`src/rtl/wb_uart_slave.sv`:
```
// wb_uart_slave
//   Wishbone classic slave wrapping a small UART: a TX FIFO feeding a
//   transmit FSM and, optionally, a receive FSM with a single holding register.
//
// Register map (byte address, only bits [3:2] decoded):
//   0x0 TXDATA  (W)     push byte S_DAT_I[7:0] when S_SEL_I[0]; reads as 0
//   0x4 RXDATA  (R)     {23'b0, rx_valid, rx_byte}; reading clears rx_valid
//   0x8 STATUS  (R/W1C) [0] tx_full [1] tx_empty [2] tx_busy [3] rx_valid
//                       [4] rx_overrun [5] frame_err [6] tx_ovf; W1C on [6:4]
//   0xC DIVISOR (R/W)   bits [15:0]; bit period = DIVISOR+1 clocks
//
// Ports:
//   clk_i      system clock, rising edge
//   rst_ni     asynchronous active-low reset (deassertion synchronised outside)
//   S_ADR_I, S_DAT_I, S_DAT_O, S_WE_I, S_STB_I, S_CYC_I, S_SEL_I, S_ACK_O
//              Wishbone classic slave port; one-cycle ack after each request
//   uart_tx_o  serial transmit line, idle high, registered
//   uart_rx_i  serial receive line, asynchronous to clk_i
//   irq_o      level interrupt: rx_valid | (tx_empty & ~tx_busy)
//
// Configuration:
//   UART_RX_EN  when defined, compiles in the receiver. When undefined,
//               uart_rx_i is ignored and the RX status/data read as 0.
//
// States (TX and RX FSMs share the same shape):
//   state | meaning
//   IDLE  | line idle; TX waits for FIFO data, RX waits for a falling edge
//   START | start bit; RX re-checks it half a bit in and aborts if high
//   DATA  | 8 data bits, LSB first
//   STOP  | stop bit; TX chains straight into the next byte if one is queued

module wb_uart_slave #(
    parameter int          ADDR_WIDTH = 32,
    parameter int          DATA_WIDTH = 32,
    parameter logic [15:0] DIV_RESET  = 16'd433,
    parameter int          TX_DEPTH   = 4
) (
    input  logic                    clk_i,
    input  logic                    rst_ni,
    input  logic [ADDR_WIDTH-1:0]   S_ADR_I,
    input  logic [DATA_WIDTH-1:0]   S_DAT_I,
    output logic [DATA_WIDTH-1:0]   S_DAT_O,
    input  logic                    S_WE_I,
    input  logic                    S_STB_I,
    input  logic                    S_CYC_I,
    input  logic [DATA_WIDTH/8-1:0] S_SEL_I,
    output logic                    S_ACK_O,
    output logic                    uart_tx_o,
    input  logic                    uart_rx_i,
    output logic                    irq_o
);

    localparam int PW = $clog2(TX_DEPTH);
    localparam logic [PW:0] DEPTH_C = (PW+1)'(TX_DEPTH);

    typedef enum logic [1:0] {TX_IDLE, TX_START, TX_DATA, TX_STOP} tx_state_e;

    // ------------------------------------------------------------------
    // Bus decode
    // ------------------------------------------------------------------
    logic                  ack_q;
    logic [DATA_WIDTH-1:0] dat_q;
    logic                  req;
    logic [1:0]            reg_sel;
    logic                  wr_tx, rd_rx, wr_st, wr_div;
    logic [31:0]           rd_data;

    assign req     = S_STB_I & S_CYC_I & ~ack_q;
    assign reg_sel = S_ADR_I[3:2];
    assign wr_tx   = req &  S_WE_I & (reg_sel == 2'd0) & S_SEL_I[0];
    assign rd_rx   = req & ~S_WE_I & (reg_sel == 2'd1);
    assign wr_st   = req &  S_WE_I & (reg_sel == 2'd2) & S_SEL_I[0];
    assign wr_div  = req &  S_WE_I & (reg_sel == 2'd3);

    logic unused_bits;

    // ------------------------------------------------------------------
    // Registers and status
    // ------------------------------------------------------------------
    logic [15:0] div_q;
    logic        tx_ovf_q;
    logic        tx_full, tx_empty, tx_busy;
    logic        rx_valid, rx_ovr, frame_err;
    logic [7:0]  rx_byte;

    // ------------------------------------------------------------------
    // TX FIFO
    // ------------------------------------------------------------------
    logic [7:0]  fifo_q [TX_DEPTH];
    logic [PW-1:0] wr_ptr_q, rd_ptr_q;
    logic [PW:0]   count_q;
    logic          tx_pop, push_ok, ovf_set;

    tx_state_e   tx_state_q;
    logic [15:0] tx_cnt_q;
    logic [2:0]  tx_bit_q;
    logic [7:0]  tx_shift_q;
    logic        tx_q;

    assign tx_full  = (count_q == DEPTH_C);
    assign tx_empty = (count_q == '0);
    assign tx_busy  = (tx_state_q != TX_IDLE);

    // A pop frees a slot in the same cycle, so a push into a full FIFO
    // alongside a pop is accepted rather than counted as an overflow.
    assign tx_pop  = ~tx_empty & ((tx_state_q == TX_IDLE) |
                                  ((tx_state_q == TX_STOP) & (tx_cnt_q == '0)));
    assign push_ok = wr_tx & (~tx_full | tx_pop);
    assign ovf_set = wr_tx & tx_full & ~tx_pop;

    always_ff @(posedge clk_i) begin
        if (push_ok) begin
            fifo_q[wr_ptr_q] <= S_DAT_I[7:0];
        end
    end

    always_ff @(posedge clk_i or negedge rst_ni) begin
        if (!rst_ni) begin
            wr_ptr_q <= '0;
            rd_ptr_q <= '0;
            count_q  <= '0;
        end else begin
            if (push_ok) wr_ptr_q <= wr_ptr_q + 1'b1;
            if (tx_pop)  rd_ptr_q <= rd_ptr_q + 1'b1;
            count_q <= count_q + {{PW{1'b0}}, push_ok} - {{PW{1'b0}}, tx_pop};
        end
    end

    // ------------------------------------------------------------------
    // TX FSM; the bit timer reloads from div_q at every bit boundary
    // ------------------------------------------------------------------
    always_ff @(posedge clk_i or negedge rst_ni) begin
        if (!rst_ni) begin
            tx_state_q <= TX_IDLE;
            tx_cnt_q   <= '0;
            tx_bit_q   <= '0;
            tx_shift_q <= '0;
            tx_q       <= 1'b1;
        end else begin
            case (tx_state_q)
                TX_IDLE: begin
                    if (tx_pop) begin
                        tx_state_q <= TX_START;
                        tx_cnt_q   <= div_q;
                        tx_shift_q <= fifo_q[rd_ptr_q];
                        tx_q       <= 1'b0;
                    end
                end
                TX_START: begin
                    if (tx_cnt_q == '0) begin
                        tx_state_q <= TX_DATA;
                        tx_cnt_q   <= div_q;
                        tx_bit_q   <= '0;
                        tx_q       <= tx_shift_q[0];
                    end else begin
                        tx_cnt_q <= tx_cnt_q - 16'd1;
                    end
                end
                TX_DATA: begin
                    if (tx_cnt_q == '0) begin
                        tx_cnt_q <= div_q;
                        if (tx_bit_q == 3'd7) begin
                            tx_state_q <= TX_STOP;
                            tx_q       <= 1'b1;
                        end else begin
                            tx_bit_q   <= tx_bit_q + 3'd1;
                            tx_shift_q <= {1'b0, tx_shift_q[7:1]};
                            tx_q       <= tx_shift_q[1];
                        end
                    end else begin
                        tx_cnt_q <= tx_cnt_q - 16'd1;
                    end
                end
                TX_STOP: begin
                    if (tx_cnt_q == '0) begin
                        if (tx_pop) begin
                            tx_state_q <= TX_START;
                            tx_cnt_q   <= div_q;
                            tx_shift_q <= fifo_q[rd_ptr_q];
                            tx_q       <= 1'b0;
                        end else begin
                            tx_state_q <= TX_IDLE;
                        end
                    end else begin
                        tx_cnt_q <= tx_cnt_q - 16'd1;
                    end
                end
                default: tx_state_q <= TX_IDLE;
            endcase
        end
    end

    assign uart_tx_o = tx_q;

    // ------------------------------------------------------------------
    // Receiver
    // ------------------------------------------------------------------
`ifdef UART_RX_EN
    typedef enum logic [1:0] {RX_IDLE, RX_START, RX_DATA, RX_STOP} rx_state_e;

    logic [1:0]  rx_sync_q;
    logic        rx_prev_q;
    logic        rx_s;
    rx_state_e   rx_state_q;
    logic [15:0] rx_cnt_q;
    logic [2:0]  rx_bit_q;
    logic [7:0]  rx_shift_q, rx_byte_q;
    logic        rx_valid_q, rx_ovr_q, frame_err_q;
    logic [15:0] rx_half, rx_half_ld;

    assign rx_s = rx_sync_q[1];
    // (DIVISOR+1)/2 without a 17-bit add; the timer counts ld..0 inclusive.
    assign rx_half    = {1'b0, div_q[15:1]} + {15'b0, div_q[0]};
    assign rx_half_ld = (rx_half == '0) ? '0 : rx_half - 16'd1;

    always_ff @(posedge clk_i or negedge rst_ni) begin
        if (!rst_ni) begin
            rx_sync_q   <= 2'b11;
            rx_prev_q   <= 1'b1;
            rx_state_q  <= RX_IDLE;
            rx_cnt_q    <= '0;
            rx_bit_q    <= '0;
            rx_shift_q  <= '0;
            rx_byte_q   <= '0;
            rx_valid_q  <= 1'b0;
            rx_ovr_q    <= 1'b0;
            frame_err_q <= 1'b0;
        end else begin
            rx_sync_q <= {rx_sync_q[0], uart_rx_i};
            rx_prev_q <= rx_s;
            if (rd_rx)                rx_valid_q  <= 1'b0;
            if (wr_st && S_DAT_I[4])  rx_ovr_q    <= 1'b0;
            if (wr_st && S_DAT_I[5])  frame_err_q <= 1'b0;
            case (rx_state_q)
                RX_IDLE: begin
                    if (rx_prev_q && !rx_s) begin
                        rx_state_q <= RX_START;
                        rx_cnt_q   <= rx_half_ld;
                    end
                end
                RX_START: begin
                    if (rx_cnt_q == '0) begin
                        if (rx_s) begin
                            rx_state_q <= RX_IDLE;
                        end else begin
                            rx_state_q <= RX_DATA;
                            rx_cnt_q   <= div_q;
                            rx_bit_q   <= '0;
                        end
                    end else begin
                        rx_cnt_q <= rx_cnt_q - 16'd1;
                    end
                end
                RX_DATA: begin
                    if (rx_cnt_q == '0) begin
                        rx_shift_q <= {rx_s, rx_shift_q[7:1]};
                        rx_cnt_q   <= div_q;
                        rx_bit_q   <= rx_bit_q + 3'd1;
                        if (rx_bit_q == 3'd7) rx_state_q <= RX_STOP;
                    end else begin
                        rx_cnt_q <= rx_cnt_q - 16'd1;
                    end
                end
                RX_STOP: begin
                    if (rx_cnt_q == '0) begin
                        // A bad stop bit still delivers the byte, flagged.
                        rx_byte_q  <= rx_shift_q;
                        rx_valid_q <= 1'b1;
                        if (rx_valid_q && !rd_rx) rx_ovr_q <= 1'b1;
                        if (!rx_s) frame_err_q <= 1'b1;
                        rx_state_q <= RX_IDLE;
                    end else begin
                        rx_cnt_q <= rx_cnt_q - 16'd1;
                    end
                end
                default: rx_state_q <= RX_IDLE;
            endcase
        end
    end

    assign rx_valid  = rx_valid_q;
    assign rx_ovr    = rx_ovr_q;
    assign frame_err = frame_err_q;
    assign rx_byte   = rx_byte_q;
    assign unused_bits = ^{S_ADR_I, S_DAT_I, S_SEL_I};
`else
    assign rx_valid  = 1'b0;
    assign rx_ovr    = 1'b0;
    assign frame_err = 1'b0;
    assign rx_byte   = 8'h00;
    assign unused_bits = ^{S_ADR_I, S_DAT_I, S_SEL_I, uart_rx_i};
`endif

    // ------------------------------------------------------------------
    // Read mux and bus-side registers
    // ------------------------------------------------------------------
    always_comb begin
        rd_data = '0;
        case (reg_sel)
            2'd1:    rd_data = {23'b0, rx_valid, rx_byte};
            2'd2:    rd_data = {25'b0, tx_ovf_q, frame_err, rx_ovr, rx_valid,
                                tx_busy, tx_empty, tx_full};
            2'd3:    rd_data = {16'b0, div_q};
            default: rd_data = '0;
        endcase
    end

    always_ff @(posedge clk_i or negedge rst_ni) begin
        if (!rst_ni) begin
            ack_q    <= 1'b0;
            dat_q    <= '0;
            div_q    <= DIV_RESET;
            tx_ovf_q <= 1'b0;
        end else begin
            ack_q <= req;
            // Read data is only driven during the ack cycle.
            dat_q <= (req && !S_WE_I) ? DATA_WIDTH'(rd_data) : '0;
            if (wr_div) begin
                if (S_SEL_I[0]) div_q[7:0]  <= S_DAT_I[7:0];
                if (S_SEL_I[1]) div_q[15:8] <= S_DAT_I[15:8];
            end
            if (wr_st && S_DAT_I[6]) tx_ovf_q <= 1'b0;
            if (ovf_set)             tx_ovf_q <= 1'b1;
        end
    end

    assign S_ACK_O = ack_q;
    assign S_DAT_O = dat_q;
    assign irq_o   = rx_valid | (tx_empty & ~tx_busy);

endmodule

```
`config.mk`:
```
export PLATFORM = sky130hd
export DESIGN_NAME = wb_uart_slave
export DESIGN_NICKNAME = d
export VERILOG_FILES = /design/src/rtl/wb_uart_slave.sv
export SDC_FILE = /design/constraint.sdc
export NUM_CORES = 1
export LEC_CHECK = 0
export BUFFER_PORTS_ARGS = -buffer_cell sky130_fd_sc_hd__buf_2
export CAP_MARGIN = 20
export CELL_PAD_IN_SITES_DETAIL_PLACEMENT = 1
export CELL_PAD_IN_SITES_GLOBAL_PLACEMENT = 1
export CORE_MARGIN = 3
export CORE_UTILIZATION = 39
export CTS_CLUSTER_SIZE = 14
export DETAILED_ROUTE_END_ITERATION = 12
export PLACE_DENSITY = 0.79
export SYNTH_ARGS = -nofsm -noshare
export SYNTH_HDL_FRONTEND = slang
export SYNTH_SLANG_ARGS = --single-unit
```
`constraint.sdc`:
```
create_clock -name clk_i -period 2.9 [get_ports clk_i]
set_clock_uncertainty 0.1 [all_clocks]
set_input_delay 0.145 -clock clk_i [delete_from_list [all_inputs] [get_ports clk_i]]
set_output_delay 0.145 -clock clk_i [all_outputs]
set_load 0.05 [all_outputs]
```
# [Word-level counts from Yosys, hierarchy flattened]
# Memory sizes are Yosys's and may differ from the RTL's.
# Index checks and enable logic that the tools add are counted.
[op_classes] n_eq_ne=13 n_addsub=6 mux=32 reduce_logical=18 bitwise=21
[ops] op="16-bit 2-to-1 mux" count=3
[ops] op="16-bit case mux with 3 select lines" count=1
[ops] op="32-bit 2-to-1 mux" count=1
[ops] op="8-bit 2-to-1 mux" count=4
[ops] op="16-bit case mux with 2 select lines" count=1
[ops] op="8-bit case mux with 3 select lines" count=1
[ops] op="16-bit logical NOT" count=1
[ops] op="16-bit by 1-bit subtractor with 16-bit output (second input constant)" count=1
[ops] op="1-bit bitwise AND" count=14
[ops] op="1-bit 2-to-1 mux" count=10
[ops] op="2-bit 2-to-1 mux" count=5
[ops] op="2-bit != test (second input constant)" count=5
[ops] op="3-bit 2-to-1 mux" count=3
[ops] op="2-bit equality test (second input constant)" count=4
[ops] op="2-bit case mux with 4 select lines" count=1
[ops] op="4-bit AND reduction" count=2
[ops] op="3-bit equality test (second input constant)" count=2
[ops] op="3-bit case mux with 2 select lines" count=1
[ops] op="2-bit nonzero test" count=3
[ops] op="1-bit NOT" count=5
[ops] op="5-bit AND reduction" count=1
[ops] op="2-bit by 1-bit adder with 2-bit output (second input constant)" count=2
[ops] op="2-bit logical NOT" count=2
[ops] op="1-bit case mux with 4 select lines" count=1
[ops] op="other kinds (13)" count=16
[word_totals] input_bits=74 mem_bits_rw=32 wordCells=104 n_memories=1 out_inout_bits=35 ff_bits=87
[memory_table] name="fifo_q" depth=4 width=8 rd=1 rd_ports_with_merged_regs=0 wr=1 line_no="89" text="logic [7:0] fifo_q [TX_DEPTH];"

# [Longest topological paths before layout]
# Gate-level depths: netlist of run 1.
[logic_depth] ltp_word=8 mapped_depth=13

# [Worst setup path after synthesis of run 1]
# No wires, ideal clock.
[synth_path] kind="flip-flop to flip-flop" start="register tx_state_q[0]" end="register tx_state_q[1]" required_time_ps=2675 t_arrival_ps=3104 setup_slack_ps=-429 path_buffers=0 stages_incl_launch_ff=7 cell_sequence="dfrtp_1 -> inv_1 -> ha_1 -> nor4b_1 -> a21oi_1 -> and2_1 -> mux2_2"
[synth_between] elab_chain_len=6 word_cells_on_any_way=14
[synth_lines] element="from (decl)" line_no="94" text="tx_state_e tx_state_q;"
[synth_lines] element="from (signal assigned)" line_no="134" text="tx_state_q <= TX_IDLE;"
[synth_lines] element="from (signal assigned)" line_no="143" text="tx_state_q <= TX_START;"
[synth_lines] element="from (signal assigned)" line_no="151" text="tx_state_q <= TX_DATA;"
[synth_lines] element="2-bit equality test" line_no="107, 140"
[synth_lines] element="1-bit bitwise AND" line_no="107" text="((tx_state_q == TX_STOP) & (tx_cnt_q == '0)));"
[synth_lines] element="1-bit bitwise OR" line_no="106" text="assign tx_pop = ~tx_empty & ((tx_state_q == TX_IDLE) |"
[synth_lines] element="1-bit bitwise AND" line_no="106"
[synth_lines] element="2-bit != test (no source line)"
[synth_lines] element="5-bit AND reduction (no source line)"
# Parallel ways exist; a longest one is shown, timed or not.
# A chain may end at the register's enable or synchronous reset.

# [Final worst setup path of run 1]
[layout_path] start="register tx_cnt_q[1]" end="register count_q[2]"
[layout_between] elab_chain_len=8
[layout_lines] element="from (decl)" line_no="95" text="logic [15:0] tx_cnt_q;"
[layout_lines] element="from (signal assigned)" line_no="144" text="tx_cnt_q <= div_q;"
[layout_lines] element="from (signal assigned)" line_no="152" text="tx_cnt_q <= div_q;"
[layout_lines] element="from (signal assigned)" line_no="156" text="tx_cnt_q <= tx_cnt_q - 16'd1;"
[layout_lines] element="16-bit logical NOT (*)" line_no="107"
[layout_lines] element="1-bit bitwise AND (*)" line_no="107"
[layout_lines] element="1-bit bitwise OR (*)" line_no="106"
[layout_lines] element="1-bit bitwise AND (*)" line_no="106"
[layout_lines] element="1-bit bitwise OR" line_no="108" text="assign push_ok = wr_tx & (~tx_full | tx_pop);"
[layout_lines] element="1-bit bitwise AND" line_no="108"
[layout_lines] element="3-bit by 1-bit adder with 3-bit output" line_no="125" text="count_q <= count_q + {{PW{1'b0}}, push_ok} - {{PW{1'b0}}, tx_pop};"
[layout_lines] element="3-bit by 1-bit subtractor with 3-bit output (*)" line_no="125"
[layout_lines] element="to (signal assigned)" line_no="125"
[layout_lines] element="to (decl)" line_no="91" text="logic [PW:0] count_q;"
# Mark *: on every way between the ends. The rest lies on a longest branch, timed or not.

==> flow_summary.yaml, run 1 <==
global_route:
  grtUsageTotal: 0.1874
  grt_first_pass_wirelength_um: 21090
  antenna_found_initial: 0
  grt_pass1_vias: 3825
  grt_remaining_overflow: 0
  grt_start_max_net_pins: 26
pwr:
  switching_power_uw: 2434
  p_total_uw: 6012
  switching_share: 0.4049
  p_per_area_nw_per_um2: 1005
  combPwrFrac: 0.431
  clkPwrFrac: 0.211
  internal-power_uw: 3578
  power_frac_seq: 0.358
  power.leakage_uw: 0.002576
  peakVddDrop_v: 0.0005032
routing:
  via_per_inst: 5.440
  dr.pass1.iters: 4
  wl_per_cell_um: 19.95
  num_vias: 3520
  drtIter0Drc: 275
  route.detailed.drc: 0
  antenna_left: 0
  drt-total-wl_um: 12910
floorplanning:
  placementRows: 40
  die-area_sq_um: 14310
  start_util: 0.4088
  boundaryPins: 109
  die_h_um: 119.6
  chipWidth_um: 119.6
  core-area_sq_um: 12310
timing:
  finalCritPeriodShare: 0.9672
  post-route-worst-setup-slack_ps: 95.12
  period_needed_ps: 2805
  setup_viol: 0
  finalHoldViolCount: 0
  tightest_slew_ps: 872.9
  slew_headroom: 0.4169
  timing.setup.tns_ps: 0
  max_freq_ghz: 0.3565
  drv_slew: 0
yosys:
  async_flop_share: 0.6893
  synth_commonest_cells: "dfrtp_1, edfxtp_1, nor2_1, and2_1, mux2_2"
  synth_area_sq_um: 5034
  synth_edf_count: 32
  synth_flop_cell: "dfrtp_1"
  synth.top_cell.area_share: 0.3231
  ys_seq_area_frac: 0.5454
  synthTopCellsByArea: "dfrtp_1, edfxtp_1, mux2_2, ha_1, mux4_2"
  yosysWarnings: 0
  synth_area_per_cell_sq_um: 12.58
  syn_inst: 400
  synth_area_leader_cell: "dfrtp_1"
  ys_ff_latch: 103
  synth.most_common_cell: "dfrtp_1"
  synth_cell_types: 75
clocking:
  cts_made_buffers: 9
  clkLatencyLatePin_ps: 350
  cts_tree: "yes"
  cts_root_buf: "clkbuf_16"
  cts_max_level: 3
  clk_pin_slew_ps: 70
  cts_max_path_buffers: 2
  cts.sinks: 103
finish:
  diodes: 0
  finish.instance_area_sq_um: 5979
  seq_area_sq_um: 2745
  nFillCells: 1356
  finalNonFillerCells: 647
  area_delta_synth_final_pct: 18.79
  multi_input_area_sq_um: 2123
  nNetsFinal: 564
  drive_above_1_share: 0.3006
setup_path:
  crit_path_end_kind: "flop"
  critPathLaunchType: "flop"
  arrival_ps: 2940
  critPathMaxFanout: 2
  reg2reg_depth: 12
  worst-setup-path-type: "flop to flop"
  cp.required_ps: 3030
  startpoint: "tx_cnt_q[1]$_DFF_PN0_"
  regToRegStartpoint: "tx_cnt_q[1]$_DFF_PN0_"
worst_hold_path:
  holdCritPathClass: "input port to flop"
  hold_start: "S_STB_I"
  holdPathStages: 2
placed_design:
  dp_hpwl_um: 8967
  place_ws_ps: -79.10
  place_area_sq_um: 5438
  place_inst: 610
  routabilityCongestion: 0.8712
  numPortBuffers: 43
status:
  status: "complete, no violations"
job:
  cap_violations: 0
-- state kept, by name (all words and copies together), names as in the netlist --
name,count
tx_ovf_q,1
tx_bit_q,3
fifo_q,32
tx_state_q,2
rd_ptr_q,2
tx_cnt_q,16
tx_shift_q,8
S_DAT_O,16
wr_ptr_q,2
S_ACK_O,1
count_q,3
uart_tx_o,1
div_q,16
-- area by class of cell --
cell class / count / area share
timing repair buffer: 78 / 0.08747
clock inverter: 7 / 0.01528
clock buffer: 9 / 0.03766
multi-input combinational: 267 / 0.3551
inverter: 15 / 0.01025
tap: 168 / 0.03515
sequential: 103 / 0.4591
-- critical path, cell delays in order (launching register included) --
cell      delay [ps]
dfrtp_1          410
inv_2             80
ha_2             180
nor4b_4          230
and4_4           290
a211oi_4          80
nor3b_4          210
inv_1             80
ha_1             290
inv_1             50
ha_1             190
fa_2             340
xnor2_1          130
-- metrics by stage --
step	util	hold WS, ps
after global routing	0.4857	34.08
final	0.4857	9.928
after global placement	0.4417	50.95
after CTS	0.4831	2.407
after detailed placement	0.4417	51.05
after floorplan	-	-250.6
-- cells in the final DEF (no fill, tap or decap), drive strengths merged, types with 4 or more instances in the layout --
master / instances
a21oi: 15
a221o: 5
and2: 19
buf: 60
clkbuf: 9
conb: 16
dfrtp: 65
dfstp: 6
dlygate4sd3: 18
edfxtp: 32
ha: 15
inv: 17
mux2: 20
mux4: 8
nand2: 17
nand3: 11
nand4: 6
nor2: 26
nor3: 8
nor4: 4
o21ai: 11
o221a: 6
or2: 4
or3: 6
xnor2: 10
xor2: 4
-- cells by family after synthesis --
family | synth area share
simple gates | 0.1367
flops | 0.5454
compound gates | 0.1146
buf+inv | 0.04971
mux | 0.08725
fa+ha+maj | 0.04126
xor+xnor | 0.02436
other cells | 0.0007450
-- power groups by stage --
stage | clock network [uW] | registers, uW | logic (uW)
global placement | 0 | 2140 | 2290
global route | 1360 | 2200 | 2820
CTS | 1290 | 2140 | 2530
detailed placement | 0 | 2150 | 2450
floorplan | 0 | 2020 | 1870
finish | 1270 | 2160 | 2590
-- what timing repair did --
item,in CTS,in global routing
pin swaps,1,3
gates resized for setup,5,3
setup buffers,0,3
hold buffers,18,0
endpoints found under the hold margin,62,0
setup endpoints to repair,2,2
-- layer usage --
layer | up-vias | GRT usage | wire, um
met5 | - | 0 | 0
met4 | 0 | 0.06586 | 265
met2 | 81 | 0.3344 | 6865
li1 | 1586 | - | -
met3 | 24 | 0.01838 | 405
met1 | 1829 | 0.2377 | 5373
-- path summary, 6_finish.rpt --
check	to	slack, ps
min in group asynchronous	tx_cnt_q[9]$_DFF_PN0_	200
min reg2reg	uart_tx_o$_DFFE_PN1P_	370
max in group asynchronous	div_q[4]$_DFFE_PN1P_	1700
min	S_ACK_O$_DFF_PN0_	10
max	count_q[2]$_DFF_PN0_	100
max reg2reg	count_q[2]$_DFF_PN0_	100
(Power assumes the default switching activity.)
==> run 2, diff against run 1 <==
--- a/config.mk
+++ b/config.mk
@@ -13,7 +13,7 @@
 export CORE_UTILIZATION = 39
 export CTS_CLUSTER_SIZE = 14
 export DETAILED_ROUTE_END_ITERATION = 12
-export PLACE_DENSITY = 0.79
+export PLACE_DENSITY = 0.84
 export SYNTH_ARGS = -nofsm -noshare
 export SYNTH_HDL_FRONTEND = slang
 export SYNTH_SLANG_ARGS = --single-unit
==> run 2 against run 1 <==
Effect of this change:
- maximum frequency fell by 0.45%
- clock power fell by 6%
- global-route usage rose by 1.2 points
- flip-flop and latch count did not move
- register-to-register slack barely moved
- critical path depth did not move
- final area fell by 0.15%
- count of clock-buffer cells in the layout did not move
- sequential share of layout area rose by 0.067 points
- critical path type unchanged
- wire length rose by 7.9%
- core utilization fell by 0.071 points
==> flow_summary.yaml, run 2 (synthesis gave the netlist of run 1 again) <==
status:
  status: "complete, no violations"
placed_design:
  place_area_sq_um: 5445
  place_inst: 611
  dp_hpwl_um: 9049
  numPortBuffers: 43
  routabilityCongestion: 0.8956
finish:
  largest_reg_flops: 32
  seq_area_sq_um: 2745
  multi_input_area_sq_um: 2133
  finalNonFillerCells: 648
  nFillCells: 1346
  drive_above_1_share: 0.3042
  finish.instance_area_sq_um: 5971
  nNetsFinal: 565
  diodes: 0
  layout_commonest_cell: "dfrtp_1"
  final_cell_mix: "dfrtp_1, buf_2, edfxtp_1"
  top_register: "fifo_q"
  area_delta_synth_final_pct: 18.62
setup_path:
  slowest_stage: "dfrtp_1"
  worst-path-buf-inv: 3
  cpPeakStageDelay_ps: 400
  critPathMaxFanout: 2
  critPathLaunchType: "flop"
  worst-setup-path-type: "flop to flop"
  crit_path_end_kind: "flop"
  cp.required_ps: 3040
  path_cells: "inv_2 -> ha_4 -> nor4b_4 -> and4_4 -> a211oi_4 -> nor3b_4 -> inv_2 -> ha_1 -> inv_1 -> ha_1 -> fa_2 -> xnor2_1"
  path_delay_family: "adder cells"
  arrival_ps: 2960
clocking:
  clk_pin_slew_ps: 70
  cts_max_path_buffers: 2
  cts_made_buffers: 9
  clkLatencyLatePin_ps: 360
  cts_root_buf: "clkbuf_16"
  cts_tree: "yes"
  cts_max_level: 3
  cts.sinks: 103
routing:
  m1WireLength_um: 5366
  route.met3.wl_um: 730
  num_vias: 3655
  via_per_inst: 5.640
  drt-total-wl_um: 13930
  dr.pass1.iters: 4
  highest_layer: "met4"
  met2_length_um: 7297
  drtIter0Drc: 286
  route.detailed.drc: 0
  wl_per_cell_um: 21.49
  antenna_left: 0
timing:
  timing.setup.tns_ps: 0
  tightest_slew_ps: 869.6
  period_needed_ps: 2817
  slew_headroom: 0.4203
  finalHoldViolCount: 0
  holdWs_ps: 29.68
  drv_slew: 0
  max_freq_ghz: 0.3549
  finalCritPeriodShare: 0.9715
  setup_viol: 0
worst_hold_path:
  holdCritPathClass: "input port to flop"
floorplanning:
  boundaryPins: 109
  placementRows: 40
  die_h_um: 119.6
  core-area_sq_um: 12310
  start_util: 0.4088
  chipWidth_um: 119.6
  die-area_sq_um: 14310
global_route:
  antenna_found_initial: 0
  grtUsageTotal: 0.1997
  grt_start_max_net_pins: 38
  grt_first_pass_wirelength_um: 22030
  grt_remaining_overflow: 0
  grt_pass1_vias: 4062
job:
  cap_violations: 0
pwr:
  p_per_area_nw_per_um2: 1006
  power.leakage_uw: 0.002575
  peakVddDrop_v: 0.0005092
run 2: metrics by stage:
step                power, uW  utilization  setup slack, ps
detailed placement       4629       0.4423           -66.40
floorplan                3896            -            27.02
global placement         4443       0.4423            44.12
finish                   6008       0.4850            82.52
global route             6380       0.4850           -15.56
CTS                      5906       0.4816            1.656
run 2: worst reg2reg max path: cells and delay by family (launching register included):
kind	cells	cell delay (ps)
adders and majority gates	4	960
and+or+nand+nor	3	810
xor gates and xnor gates	1	140
DFF	1	400
AOI/OAI and AO/OA	1	80
buffers and inverters	3	200
run 2: cell type report:
type,instances,area share
sequential,103,0.4598
clock inverter,7,0.01090
timing repair buffer,79,0.08885
multi-input combinational,267,0.3573
tap,168,0.03521
clock buffer,9,0.03772
inverter,15,0.01027
run 2: where the power goes:
part,internal (uW),leakage [uW],switching (uW)
logic,1130,0.00125,1500
registers,1780,0.00119,405
clock network,599,0.000143,595
total,3510,0.00258,2500
run 2: final timing paths:
path	start	slack, ps	depth (start not counted)	to
hold reg to reg	uart_tx_o$_DFFE_PN1P_	380	2	uart_tx_o$_DFFE_PN1P_
setup reg to reg	tx_cnt_q[1]$_DFF_PN0_	80	12	count_q[2]$_DFF_PN0_
hold / removal	S_STB_I	30	2	S_ACK_O$_DFF_PN0_
min in group asynchronous	rst_ni	350	2	tx_cnt_q[7]$_DFF_PN0_
max in group asynchronous	rst_ni	1500	3	div_q[8]$_DFFE_PN1P_
setup / recovery	tx_cnt_q[1]$_DFF_PN0_	80	12	count_q[2]$_DFF_PN0_
run 2: layer usage:
| layer | up-vias | global-route usage |
|---|---|---|
| li1 | 1593 | - |
| met1 | 1893 | 0.2344 |
| met2 | 132 | 0.3520 |
| met3 | 37 | 0.03629 |
| met4 | 0 | 0.09735 |
| met5 | - | 0 |
run 2: timing repair:
action                     4_1_cts  5_1_grt
buffers inserted                 0        3
hold endpoints to repair        77        0
setup endpoints to repair        2        2
resized for setup                3        6
pin swaps                        2        3
hold buffers                    18        0
==> run 3, diff against run 2 <==
--- a/config.mk
+++ b/config.mk
@@ -13,7 +13,7 @@
 export CORE_UTILIZATION = 39
 export CTS_CLUSTER_SIZE = 14
 export DETAILED_ROUTE_END_ITERATION = 12
-export PLACE_DENSITY = 0.84
+export PLACE_DENSITY = 0.87
 export SYNTH_ARGS = -nofsm -noshare
 export SYNTH_HDL_FRONTEND = slang
 export SYNTH_SLANG_ARGS = --single-unit
==> run 3 against run 2 <==
Effect of this change:
- core utilization shrank 0.28 points
- wire length shrank 5.6%
- non-clock buffer count shrank 3
- maximum frequency grew 1.2%
- final cell count shrank 0.46%
- largest power group unchanged
- sequential power is essentially flat
- critical path depth is the same
- register-to-register slack gained 30 ps
- critical path type unchanged
- power shrank 0.71%
- sequential share of layout area grew 0.27 points
- combinational power shrank 2%
==> flow_summary.yaml, run 3 (synthesis gave the netlist of run 1 again) <==
status:
  status: "complete, no violations"
global_route:
  grt_pass1_vias: 3889
  grtUsageTotal: 0.1871
  grt_remaining_overflow: 0
  antenna_found_initial: 0
  grt_start_max_net_pins: 72
  grt_first_pass_wirelength_um: 20960
timing:
  slew_headroom: 0.3958
  period_needed_ps: 2785
  max_freq_ghz: 0.3591
  tightest_slew_ps: 906.4
  drv_slew: 0
  finalHoldViolCount: 0
  holdWs_ps: 31.39
  post-route-worst-setup-slack_ps: 114.9
  setup_viol: 0
  finalCritPeriodShare: 0.9604
floorplanning:
  core-area_sq_um: 12310
  chipWidth_um: 119.6
  boundaryPins: 109
  die-area_sq_um: 14310
  placementRows: 40
  die_h_um: 119.6
  start_util: 0.4088
clocking:
  cts_made_buffers: 9
  cts_max_path_buffers: 2
  clkLatencyLatePin_ps: 360
  cts_tree: "yes"
  cts.sinks: 103
  cts_root_buf: "clkbuf_16"
  clk_pin_slew_ps: 70
  cts_max_level: 3
setup_path:
  crit_cells: 12
  arrival_ps: 2920
  path_cells: "inv_2 -> ha_2 -> nor4b_4 -> and4_4 -> a211oi_4 -> nor3b_4 -> inv_1 -> ha_1 -> inv_1 -> ha_1 -> fa_2 -> xnor2_1"
  worst-path-buf-inv: 3
  cpPeakStageDelay_ps: 390
  crit_path_end_kind: "flop"
  r2r_setup_slack_ps: 110
  worst-setup-path-type: "flop to flop"
  critPathLaunchType: "flop"
  critPathMaxFanout: 3
  reg2reg_depth: 12
  path_delay_family: "adder cells"
  cp.required_ps: 3040
  slowest_stage: "dfrtp_1"
worst_hold_path:
  holdPathStages: 2
  holdCritPathClass: "input port to flop"
placed_design:
  numPortBuffers: 43
  place_ws_ps: 79.35
  routabilityCongestion: 0.8652
  dp_hpwl_um: 8586
job:
  cap_violations: 0
routing:
  num_vias: 3573
  antenna_left: 0
  dr.pass1.iters: 4
  via_per_inst: 5.540
  route.detailed.drc: 0
  drt-total-wl_um: 13140
  wl_per_cell_um: 20.38
  drtIter0Drc: 283
finish:
  area_delta_synth_final_pct: 17.92
  nFillCells: 1309
  largest_reg_flops: 32
  drive_above_1_share: 0.2914
  nNetsFinal: 562
  top_register: "fifo_q"
  diodes: 0
  layout_commonest_cell: "dfrtp_1"
  final_cell_mix: "dfrtp_1, buf_2, edfxtp_1"
pwr:
  peakVddDrop_v: 0.0004421
  switching_share: 0.4050
  switching_power_uw: 2416
  power.leakage_uw: 0.002559
  combPwrFrac: 0.433
  internal-power_uw: 3549
  p_total_uw: 5965
  p_per_area_nw_per_um2: 1005
  power_frac_seq: 0.363
  clkPwrFrac: 0.205
## run 3: metrics by stage
step           setup TNS (ps)  instance area [sq um]    util  instances
2_1_floorplan               0                   5096       -        415
3_3_place_gp                0                   5430  0.4411        609
3_5_place_dp                0                   5430  0.4411        609
4_1_cts                     0                   5906  0.4797        643
5_1_grt                -29.01                   5936  0.4821        645
6_report                    0                   5936  0.4821        645
## run 3: area by class of cell
class	instances	area (sq um)	area share
flip-flops and latches	103	2745	0.4625
inverters	15	61.31	0.01033
well taps	168	210.2	0.03541
repair buffers	76	508.0	0.08558
clock buffers	9	225.2	0.03794
clock inverters	7	68.82	0.01159
multi-input cells	267	2117	0.3567
## run 3: worst reg2reg max path, delay by kind of cell, from the launching register on
family / cells / cell delay (ps)
fa+ha+maj: 4 / 1010
xor+xnor: 1 / 140
buf+inv: 3 / 200
flops: 1 / 390
compound gates: 1 / 90
simple gates: 3 / 730
## run 3: power groups by stage
stage	registers, uW	logic [uW]	clock network, uW
2_1_floorplan	2020	1870	0
3_3_place_gp	2130	2270	0
5_1_grt	2210	2810	1290
3_5_place_dp	2170	2410	0
6_report	2160	2580	1220
4_1_cts	2150	2500	1230
## run 3: layer usage
layer | global-route usage | part of all wire
met2 | 0.3340 | 0.53
met1 | 0.2278 | 0.41
met5 | 0 | 0
met3 | 0.02356 | 0.039
met4 | 0.07946 | 0.025
## run 3: final timing paths
kind,startpoint,end
max,tx_cnt_q[0]$_DFF_PN0_,count_q[2]$_DFF_PN0_
min,S_STB_I,S_ACK_O$_DFF_PN0_
max reg2reg,tx_cnt_q[0]$_DFF_PN0_,count_q[2]$_DFF_PN0_
min reg2reg,uart_tx_o$_DFFE_PN1P_,uart_tx_o$_DFFE_PN1P_
max in group asynchronous,rst_ni,tx_cnt_q[1]$_DFF_PN0_
min in group asynchronous,rst_ni,S_DAT_O[8]$_DFF_PN0_
## run 3: timing repair
action	CTS	global route
resized for setup	1	5
hold buffers	18	0
buffers inserted	0	2
pin swaps	0	3
hold endpoints to repair	108	0
gates cloned	0	0
setup endpoints to repair	1	2
